$ cat src/rtl/ps2_scan_if.sv
// PS/2 pin inputs and decoded scan-code outputs of the scan sequencer.
// The master side is the sequencer; the slave side drives the pins and consumes codes.
interface ps2_scan_if;
    logic       ps2_clk;
    logic       ps2_data;
    logic [7:0] code_out;
    logic       code_valid;
    logic       shift_en;
    logic       is_break;
    logic       is_extended;
    logic       frame_err;
    logic       busy;

    modport master (
        input  ps2_clk, ps2_data,
        output code_out, code_valid, shift_en, is_break, is_extended, frame_err, busy
    );

    modport slave (
        output ps2_clk, ps2_data,
        input  code_out, code_valid, shift_en, is_break, is_extended, frame_err, busy
    );
endinterface

$ cat src/rtl/ps2_scan_sequencer.sv
// PS/2 keyboard frame receiver with F0/E0 prefix decoding.
// Strobes shift_en once per make code for the downstream scan-code shift register.
module ps2_scan_sequencer #(
    parameter int unsigned FILTER_LEN     = 4,
    parameter int unsigned TIMEOUT_CYCLES = 50000
) (
    input  logic       clk,
    input  logic       reset,
    ps2_scan_if.master bus
);
    localparam int unsigned FILT_W = $clog2(FILTER_LEN + 1);
    localparam int unsigned TO_W   = $clog2(TIMEOUT_CYCLES + 1);
    localparam logic [7:0]  BREAK_CODE = 8'hF0;
    localparam logic [7:0]  EXT_CODE   = 8'hE0;

    typedef enum logic [1:0] {IDLE, DATA, PARITY, STOP} state_t;

    logic [1:0]        clk_sync, data_sync;
    logic              filt_clk;
    logic [FILT_W-1:0] filt_cnt;
    logic              filt_flip, fall, data_s;

    state_t            state_q, state_d;
    logic [2:0]        bit_cnt_q, bit_cnt_d;
    logic [7:0]        shreg_q, shreg_d;
    logic              par_ok_q, par_ok_d;
    logic [TO_W-1:0]   to_cnt_q, to_cnt_d;
    logic              break_pend_q, break_pend_d;
    logic              ext_pend_q, ext_pend_d;
    logic [7:0]        code_out_q, code_out_d;
    logic              is_break_q, is_break_d;
    logic              is_ext_q, is_ext_d;
    logic              code_valid_q, code_valid_d;
    logic              shift_en_q, shift_en_d;
    logic              frame_err_q, frame_err_d;
    logic              busy_q, busy_d;
    logic              timeout;

    // Two-flop synchronisers; idle PS/2 lines sit high
    always_ff @(posedge clk or posedge reset) begin
        if (reset) begin
            clk_sync  <= 2'b11;
            data_sync <= 2'b11;
        end else begin
            clk_sync  <= {clk_sync[0], bus.ps2_clk};
            data_sync <= {data_sync[0], bus.ps2_data};
        end
    end

    // Level filter: a new ps2_clk level needs FILTER_LEN consecutive agreeing samples
    assign filt_flip = (clk_sync[1] != filt_clk) && (filt_cnt == FILT_W'(FILTER_LEN - 1));
    assign fall      = filt_flip && filt_clk;
    assign data_s    = data_sync[1];

    always_ff @(posedge clk or posedge reset) begin
        if (reset) begin
            filt_clk <= 1'b1;
            filt_cnt <= '0;
        end else if (clk_sync[1] == filt_clk) begin
            filt_cnt <= '0;
        end else if (filt_flip) begin
            filt_clk <= clk_sync[1];
            filt_cnt <= '0;
        end else begin
            filt_cnt <= filt_cnt + FILT_W'(1);
        end
    end

    always_ff @(posedge clk or posedge reset) begin
        if (reset) begin
            state_q      <= IDLE;
            bit_cnt_q    <= '0;
            shreg_q      <= '0;
            par_ok_q     <= 1'b0;
            to_cnt_q     <= '0;
            break_pend_q <= 1'b0;
            ext_pend_q   <= 1'b0;
            code_out_q   <= '0;
            is_break_q   <= 1'b0;
            is_ext_q     <= 1'b0;
            code_valid_q <= 1'b0;
            shift_en_q   <= 1'b0;
            frame_err_q  <= 1'b0;
            busy_q       <= 1'b0;
        end else begin
            state_q      <= state_d;
            bit_cnt_q    <= bit_cnt_d;
            shreg_q      <= shreg_d;
            par_ok_q     <= par_ok_d;
            to_cnt_q     <= to_cnt_d;
            break_pend_q <= break_pend_d;
            ext_pend_q   <= ext_pend_d;
            code_out_q   <= code_out_d;
            is_break_q   <= is_break_d;
            is_ext_q     <= is_ext_d;
            code_valid_q <= code_valid_d;
            shift_en_q   <= shift_en_d;
            frame_err_q  <= frame_err_d;
            busy_q       <= busy_d;
        end
    end

    // A falling edge in the same cycle as the timeout keeps the frame alive
    assign timeout = (state_q != IDLE) && !fall && (to_cnt_q == TO_W'(TIMEOUT_CYCLES - 1));

    always_comb begin
        state_d      = state_q;
        bit_cnt_d    = bit_cnt_q;
        shreg_d      = shreg_q;
        par_ok_d     = par_ok_q;
        break_pend_d = break_pend_q;
        ext_pend_d   = ext_pend_q;
        code_out_d   = code_out_q;
        is_break_d   = is_break_q;
        is_ext_d     = is_ext_q;
        code_valid_d = 1'b0;
        shift_en_d   = 1'b0;
        frame_err_d  = 1'b0;
        to_cnt_d     = (fall || state_q == IDLE) ? '0 : to_cnt_q + TO_W'(1);

        case (state_q)
            IDLE: begin
                if (fall && !data_s) begin
                    state_d   = DATA;
                    bit_cnt_d = '0;
                end
            end
            DATA: begin
                if (fall) begin
                    shreg_d   = {data_s, shreg_q[7:1]};
                    bit_cnt_d = bit_cnt_q + 3'd1;
                    if (bit_cnt_q == 3'd7) state_d = PARITY;
                end
            end
            PARITY: begin
                if (fall) begin
                    par_ok_d = (^shreg_q) ^ data_s;
                    state_d  = STOP;
                end
            end
            STOP: begin
                if (fall) begin
                    state_d = IDLE;
                    if (data_s && par_ok_q) begin
                        if (shreg_q == BREAK_CODE) begin
                            break_pend_d = 1'b1;
                        end else if (shreg_q == EXT_CODE) begin
                            ext_pend_d = 1'b1;
                        end else begin
                            code_out_d   = shreg_q;
                            is_break_d   = break_pend_q;
                            is_ext_d     = ext_pend_q;
                            code_valid_d = 1'b1;
                            shift_en_d   = !break_pend_q;
                            break_pend_d = 1'b0;
                            ext_pend_d   = 1'b0;
                        end
                    end else begin
                        frame_err_d  = 1'b1;
                        break_pend_d = 1'b0;
                        ext_pend_d   = 1'b0;
                    end
                end
            end
            default: state_d = IDLE;
        endcase

        if (timeout) begin
            state_d      = IDLE;
            frame_err_d  = 1'b1;
            break_pend_d = 1'b0;
            ext_pend_d   = 1'b0;
        end

        busy_d = (state_d != IDLE);
    end

    assign bus.code_out    = code_out_q;
    assign bus.code_valid  = code_valid_q;
    assign bus.shift_en    = shift_en_q;
    assign bus.is_break    = is_break_q;
    assign bus.is_extended = is_ext_q;
    assign bus.frame_err   = frame_err_q;
    assign bus.busy        = busy_q;
endmodule

$ cat src/flat_wrapper.sv
// flat-port wrapper written by rule: the top's interface ports become plain ports
module ps2_scan_sequencer_flat 
#(
    parameter int unsigned FILTER_LEN     = 4,
    parameter int unsigned TIMEOUT_CYCLES = 50000
)
  (clk, reset, bus_ps2_clk, bus_ps2_data, bus_code_out, bus_code_valid, bus_shift_en, bus_is_break, bus_is_extended, bus_frame_err, bus_busy);
  ps2_scan_if bus_i ();
  input  logic clk;
  input  logic reset;
  input wire logic [$bits(bus_i.ps2_clk)-1:0] bus_ps2_clk;
  input wire logic [$bits(bus_i.ps2_data)-1:0] bus_ps2_data;
  output wire logic [$bits(bus_i.code_out)-1:0] bus_code_out;
  output wire logic [$bits(bus_i.code_valid)-1:0] bus_code_valid;
  output wire logic [$bits(bus_i.shift_en)-1:0] bus_shift_en;
  output wire logic [$bits(bus_i.is_break)-1:0] bus_is_break;
  output wire logic [$bits(bus_i.is_extended)-1:0] bus_is_extended;
  output wire logic [$bits(bus_i.frame_err)-1:0] bus_frame_err;
  output wire logic [$bits(bus_i.busy)-1:0] bus_busy;
  assign bus_i.ps2_clk = bus_ps2_clk;
  assign bus_i.ps2_data = bus_ps2_data;
  assign bus_code_out = bus_i.code_out;
  assign bus_code_valid = bus_i.code_valid;
  assign bus_shift_en = bus_i.shift_en;
  assign bus_is_break = bus_i.is_break;
  assign bus_is_extended = bus_i.is_extended;
  assign bus_frame_err = bus_i.frame_err;
  assign bus_busy = bus_i.busy;
  ps2_scan_sequencer #(.FILTER_LEN(FILTER_LEN), .TIMEOUT_CYCLES(TIMEOUT_CYCLES)) u_core (.clk(clk), .reset(reset), .bus(bus_i));
endmodule
$ cat config.mk
export PLATFORM = sky130hd
export DESIGN_NAME = ps2_scan_sequencer_flat
export DESIGN_NICKNAME = d
export VERILOG_FILES = /design/src/rtl/ps2_scan_if.sv /design/src/rtl/ps2_scan_sequencer.sv /design/src/flat_wrapper.sv
export SDC_FILE = /design/constraint.sdc
export NUM_CORES = 1
export LEC_CHECK = 0
export ABC_AREA = 1
export BUFFER_PORTS_ARGS = -buffer_cell sky130_fd_sc_hd__buf_2
export CAP_MARGIN = 40
export CORE_MARGIN = 3
export CORE_UTILIZATION = 59
export DETAILED_ROUTE_END_ITERATION = 12
export PLACE_DENSITY = 0.75
export SYNTH_ARGS = -nofsm -noshare
export SYNTH_HDL_FRONTEND = slang
export SYNTH_SLANG_ARGS = --single-unit
export TNS_END_PERCENT = 30
$ cat constraint.sdc
create_clock -name clk -period 2 [get_ports clk]
set_input_delay 0.3 -clock clk [delete_from_list [all_inputs] [get_ports clk]]
set_output_delay 0.3 -clock clk [all_outputs]
set_load 0.02 [all_outputs]
==> impl_metrics.prom <==
# TYPE chip_impl_metric gauge
chip_impl_metric{name="placement.setup.worst_slack",unit="ns"} 0.291
chip_impl_metric{name="global_route.usage.total",unit="%"} 19.2
chip_impl_metric{name="synth_seq_cells",unit=""} 54
chip_impl_metric{name="syn2layout_area_growth",unit="%"} 9.22
chip_impl_info{name="worst_setup_path_end_kind",value="flop"} 1
chip_impl_info{name="cts_tree",value="built"} 1
chip_impl_info{name="layout.cells.most_common",value="nand2_1"} 1
chip_impl_metric{name="postLayoutCellArea",unit="sq um"} 2850
chip_impl_metric{name="die_h",unit="um"} 72.4
chip_impl_metric{name="drive_gt1_share",unit="%"} 17.0
chip_impl_metric{name="setup-tns-final",unit="ns"} 0
chip_impl_metric{name="synth_nets",unit=""} 311
chip_impl_metric{name="die-area",unit="sq um"} 5250
chip_impl_metric{name="vias",unit=""} 1866
chip_impl_metric{name="timing.critical_path.arrival",unit="ns"} 1.89
chip_impl_metric{name="grt_start_max_net_pins",unit=""} 24
chip_impl_info{name="cp_class",value="flop to flop"} 1
chip_impl_metric{name="finalSetupViolations",unit=""} 0
chip_impl_metric{name="placed_cell_area",unit="sq um"} 2750
chip_impl_metric{name="timing.slew.headroom",unit="%"} 69.4
chip_impl_metric{name="post_drt_via_cell_ratio",unit=""} 4.99
chip_impl_metric{name="avg_wl_per_cell",unit="um"} 11.4
chip_impl_metric{name="initial_antenna_violation_count",unit=""} 0
chip_impl_metric{name="clock_sinks",unit=""} 54
chip_impl_metric{name="antenna_cells",unit=""} 0
chip_impl_metric{name="worst_setup_hold_path_clk_slew",unit="ns"} 0.10
chip_impl_metric{name="synth_edf_count",unit=""} 0
chip_impl_metric{name="port_buffers",unit=""} 17
chip_impl_metric{name="place_congestion",unit=""} 0.856
chip_impl_metric{name="routed_wirelength",unit="mm"} 4.27
chip_impl_metric{name="powerDensity",unit="nW/um^2"} 710
chip_impl_metric{name="path_max_fanout",unit=""} 19
chip_impl_metric{name="syn_inst",unit=""} 298
chip_impl_metric{name="core.rowCount",unit=""} 23
chip_impl_metric{name="post-route-drc-count",unit=""} 0
chip_impl_metric{name="core-area",unit="sq um"} 4120
chip_impl_metric{name="peak_ir_drop_on_the_vdd_network",unit="uV"} 436
chip_impl_metric{name="final-max-slew-violation-count",unit=""} 0
chip_impl_metric{name="yosysWarnings",unit=""} 0
chip_impl_metric{name="cts_made_buffers",unit=""} 5
chip_impl_metric{name="clock-skew-final",unit="ns"} 0.0138
chip_impl_metric{name="max_freq",unit="MHz"} 596
chip_impl_info{name="class_of_the_most_critical_hold_timing_path",value="input port to flop"} 1
chip_impl_metric{name="hold_violations",unit=""} 0
chip_impl_info{name="rsz0062_at_grt",value="false"} 1
chip_impl_metric{name="drtPass1Iterations",unit=""} 4
chip_impl_info{name="outcome",value="finished, final reports clean"} 1
chip_impl_info{name="root_buffer",value="clkbuf_8"} 1
chip_impl_metric{name="layout_worst_path_cycle_share",unit="%"} 83.9
chip_impl_metric{name="p_leak",unit="nW"} 1.45
chip_impl_metric{name="starting_density_of_the_core",unit="%"} 63.3
chip_impl_metric{name="required_time_of_the_worst_setup_path",unit="ns"} 2.21
chip_impl_metric{name="cts_htree_levels",unit=""} 2
chip_impl_metric{name="count_of_max_cap_constraint_violations",unit=""} 0
chip_impl_info{name="layout.cells.most_common_list",value="71 x nand2_1, 49 x dfrtp_1, 43 x inv_1"} 1
chip_impl_metric{name="clock_insertion_delay_worst_skew",unit="ns"} 0.31
chip_impl_info{name="synth_flop_cell",value="dfrtp_1"} 1
chip_impl_metric{name="synth_cell_type_count",unit=""} 31
chip_impl_metric{name="asyncSetResetFlopFracSynth",unit="%"} 100
chip_impl_metric{name="postSynthAreaPerCell",unit="sq um"} 8.74
chip_impl_metric{name="boundaryPins",unit=""} 18
chip_impl_metric{name="die_width",unit="um"} 72.4
chip_impl_metric{name="grt_first_pass_wirelength",unit="mm"} 7.85
chip_impl_metric{name="max_slew.worst_pin.slew",unit="ns"} 0.459
chip_impl_metric{name="ctsResizeCount",unit=""} 0
chip_impl_metric{name="violation_count_after_the_first_detailed_route_iteration",unit=""} 133
chip_impl_metric{name="place.detailed.hpwl",unit="mm"} 3.26
chip_impl_info{name="cp-start-kind",value="flop"} 1
chip_impl_metric{name="post-route-min-period",unit="ns"} 1.68
chip_impl_metric{name="drtAntennaViolNets",unit=""} 0
chip_impl_metric{name="hold_slack",unit="ns"} 0.0824
chip_impl_metric{name="netlist_area",unit="sq um"} 2600
chip_impl_metric{name="yosysSeqAreaShare",unit="%"} 52.1
chip_impl_metric{name="cts_max_path_buffers",unit=""} 2
chip_impl_metric{name="final_net_count",unit=""} 336
chip_impl_metric{name="setup_ws",unit="ns"} 0.321
chip_impl_metric{name="total_grt_overflow",unit=""} 0
chip_impl_metric{name="first_global_vias",unit=""} 1798
==> cells by family after synthesis <==
family | synth area share (%)
compound gates | 9.46
buf+inv | 7.83
fa+ha+maj | 4.32
flops | 52.1
xor+xnor | 1.68
mux | 0.384
simple gates | 24.2
==> Yosys cell counts, types with 2 or more instances <==
master   instances  area (sq um)
nand2_1         71           267
dfrtp_1         49          1230
inv_1           44           165
nor2_1          33           124
o21ai_0         24           120
nand3_1         11          55.1
ha_1             9           113
nor3_1           8          40.0
o21ai_2          7          61.3
a21oi_1          6          30.0
dfstp_2          5           131
inv_2            4          15.0
nand4_1          4          25.0
xnor2_1          3          26.3
nand2_2          2          12.5
nor2_4           2          22.5
xor2_1           2          17.5
==> per-stage QoR <==
step	util (%)	cells	total power, mW
floorplan	-	298	1.39
global placement	66.9	365	1.45
detailed placement	66.9	365	1.45
CTS	69.1	374	2.05
global route	69.1	374	2.13
finish	69.1	374	2.02
==> where the power goes <==
| part | total (mW) | leakage (nW) | internal (mW) | switching [mW] |
|---|---|---|---|---|
| clock network | 0.591 | 0.0385 | 0.248 | 0.342 |
| logic | 0.240 | 0.680 | 0.0789 | 0.161 |
| registers | 1.19 | 0.734 | 1.15 | 0.0358 |
| total | 2.02 | 1.45 | 1.48 | 0.539 |
==> path summary, 6_finish.rpt <==
path / start / to / slack, ns / depth (start not counted)
setup / recovery: u_core.shreg_q[2]$_DFFE_PP0P_ / u_core.bus.is_break$_DFFE_PP0P_ / 0.32 / 8
hold / removal: bus_ps2_data / u_core.data_sync[0]$_DFF_PP1_ / 0.08 / 1
setup reg to reg: u_core.shreg_q[2]$_DFFE_PP0P_ / u_core.bus.is_break$_DFFE_PP0P_ / 0.32 / 8
hold reg to reg: u_core.clk_sync[0]$_DFF_PP1_ / u_core.clk_sync[1]$_DFF_PP1_ / 0.36 / 0
max in group asynchronous: reset / u_core.data_sync[1]$_DFF_PP1_ / 0.83 / 4
min in group asynchronous: reset / u_core.shreg_q[5]$_DFFE_PP0P_ / 0.53 / 3
==> layer usage <==
metal	global-route usage, %	wire length (um)
met1	25.8	2110
met2	30.7	1960
met3	4.57	133
met4	6.15	59
met5	0	0
==> worst max-delay path, stage by stage, from the launching register on <==
cell	delay (ns)
dfrtp_1	0.36
inv_1	0.08
ha_1	0.19
nand2_1	0.10
nor2_1	0.07
nor2_1	0.18
nand4_4	0.31
nor2_1	0.25
a21oi_2	0.04
==> cell type report <==
type | count | area [sq um]
clock buffer | 7 | 76.3
clock inverter | 1 | 7.51
fill | 334 | 1270
inverter | 48 | 180
multi-input combinational | 193 | 1040
sequential | 54 | 1360
tap | 50 | 62.6
timing repair buffer | 21 | 118
==> state kept, by name (all words and copies together), names as in the netlist, 2 cells and up <==
| name | flops |
|---|---|
| u_core.shreg_q | 8 |
| u_core.bus.code_out | 8 |
| u_core.filt_cnt | 3 |
| u_core.clk_sync | 2 |
| u_core.to_cnt_q | 16 |
| u_core.data_sync | 2 |
| u_core.bit_cnt_q | 3 |
| u_core.state_q | 2 |
==> what timing repair did <==
item                      CTS  global route
hold endpoints to repair   12             0
hold buffers                1             0
buffers inserted            0             0
(Power assumes the default switching activity.)
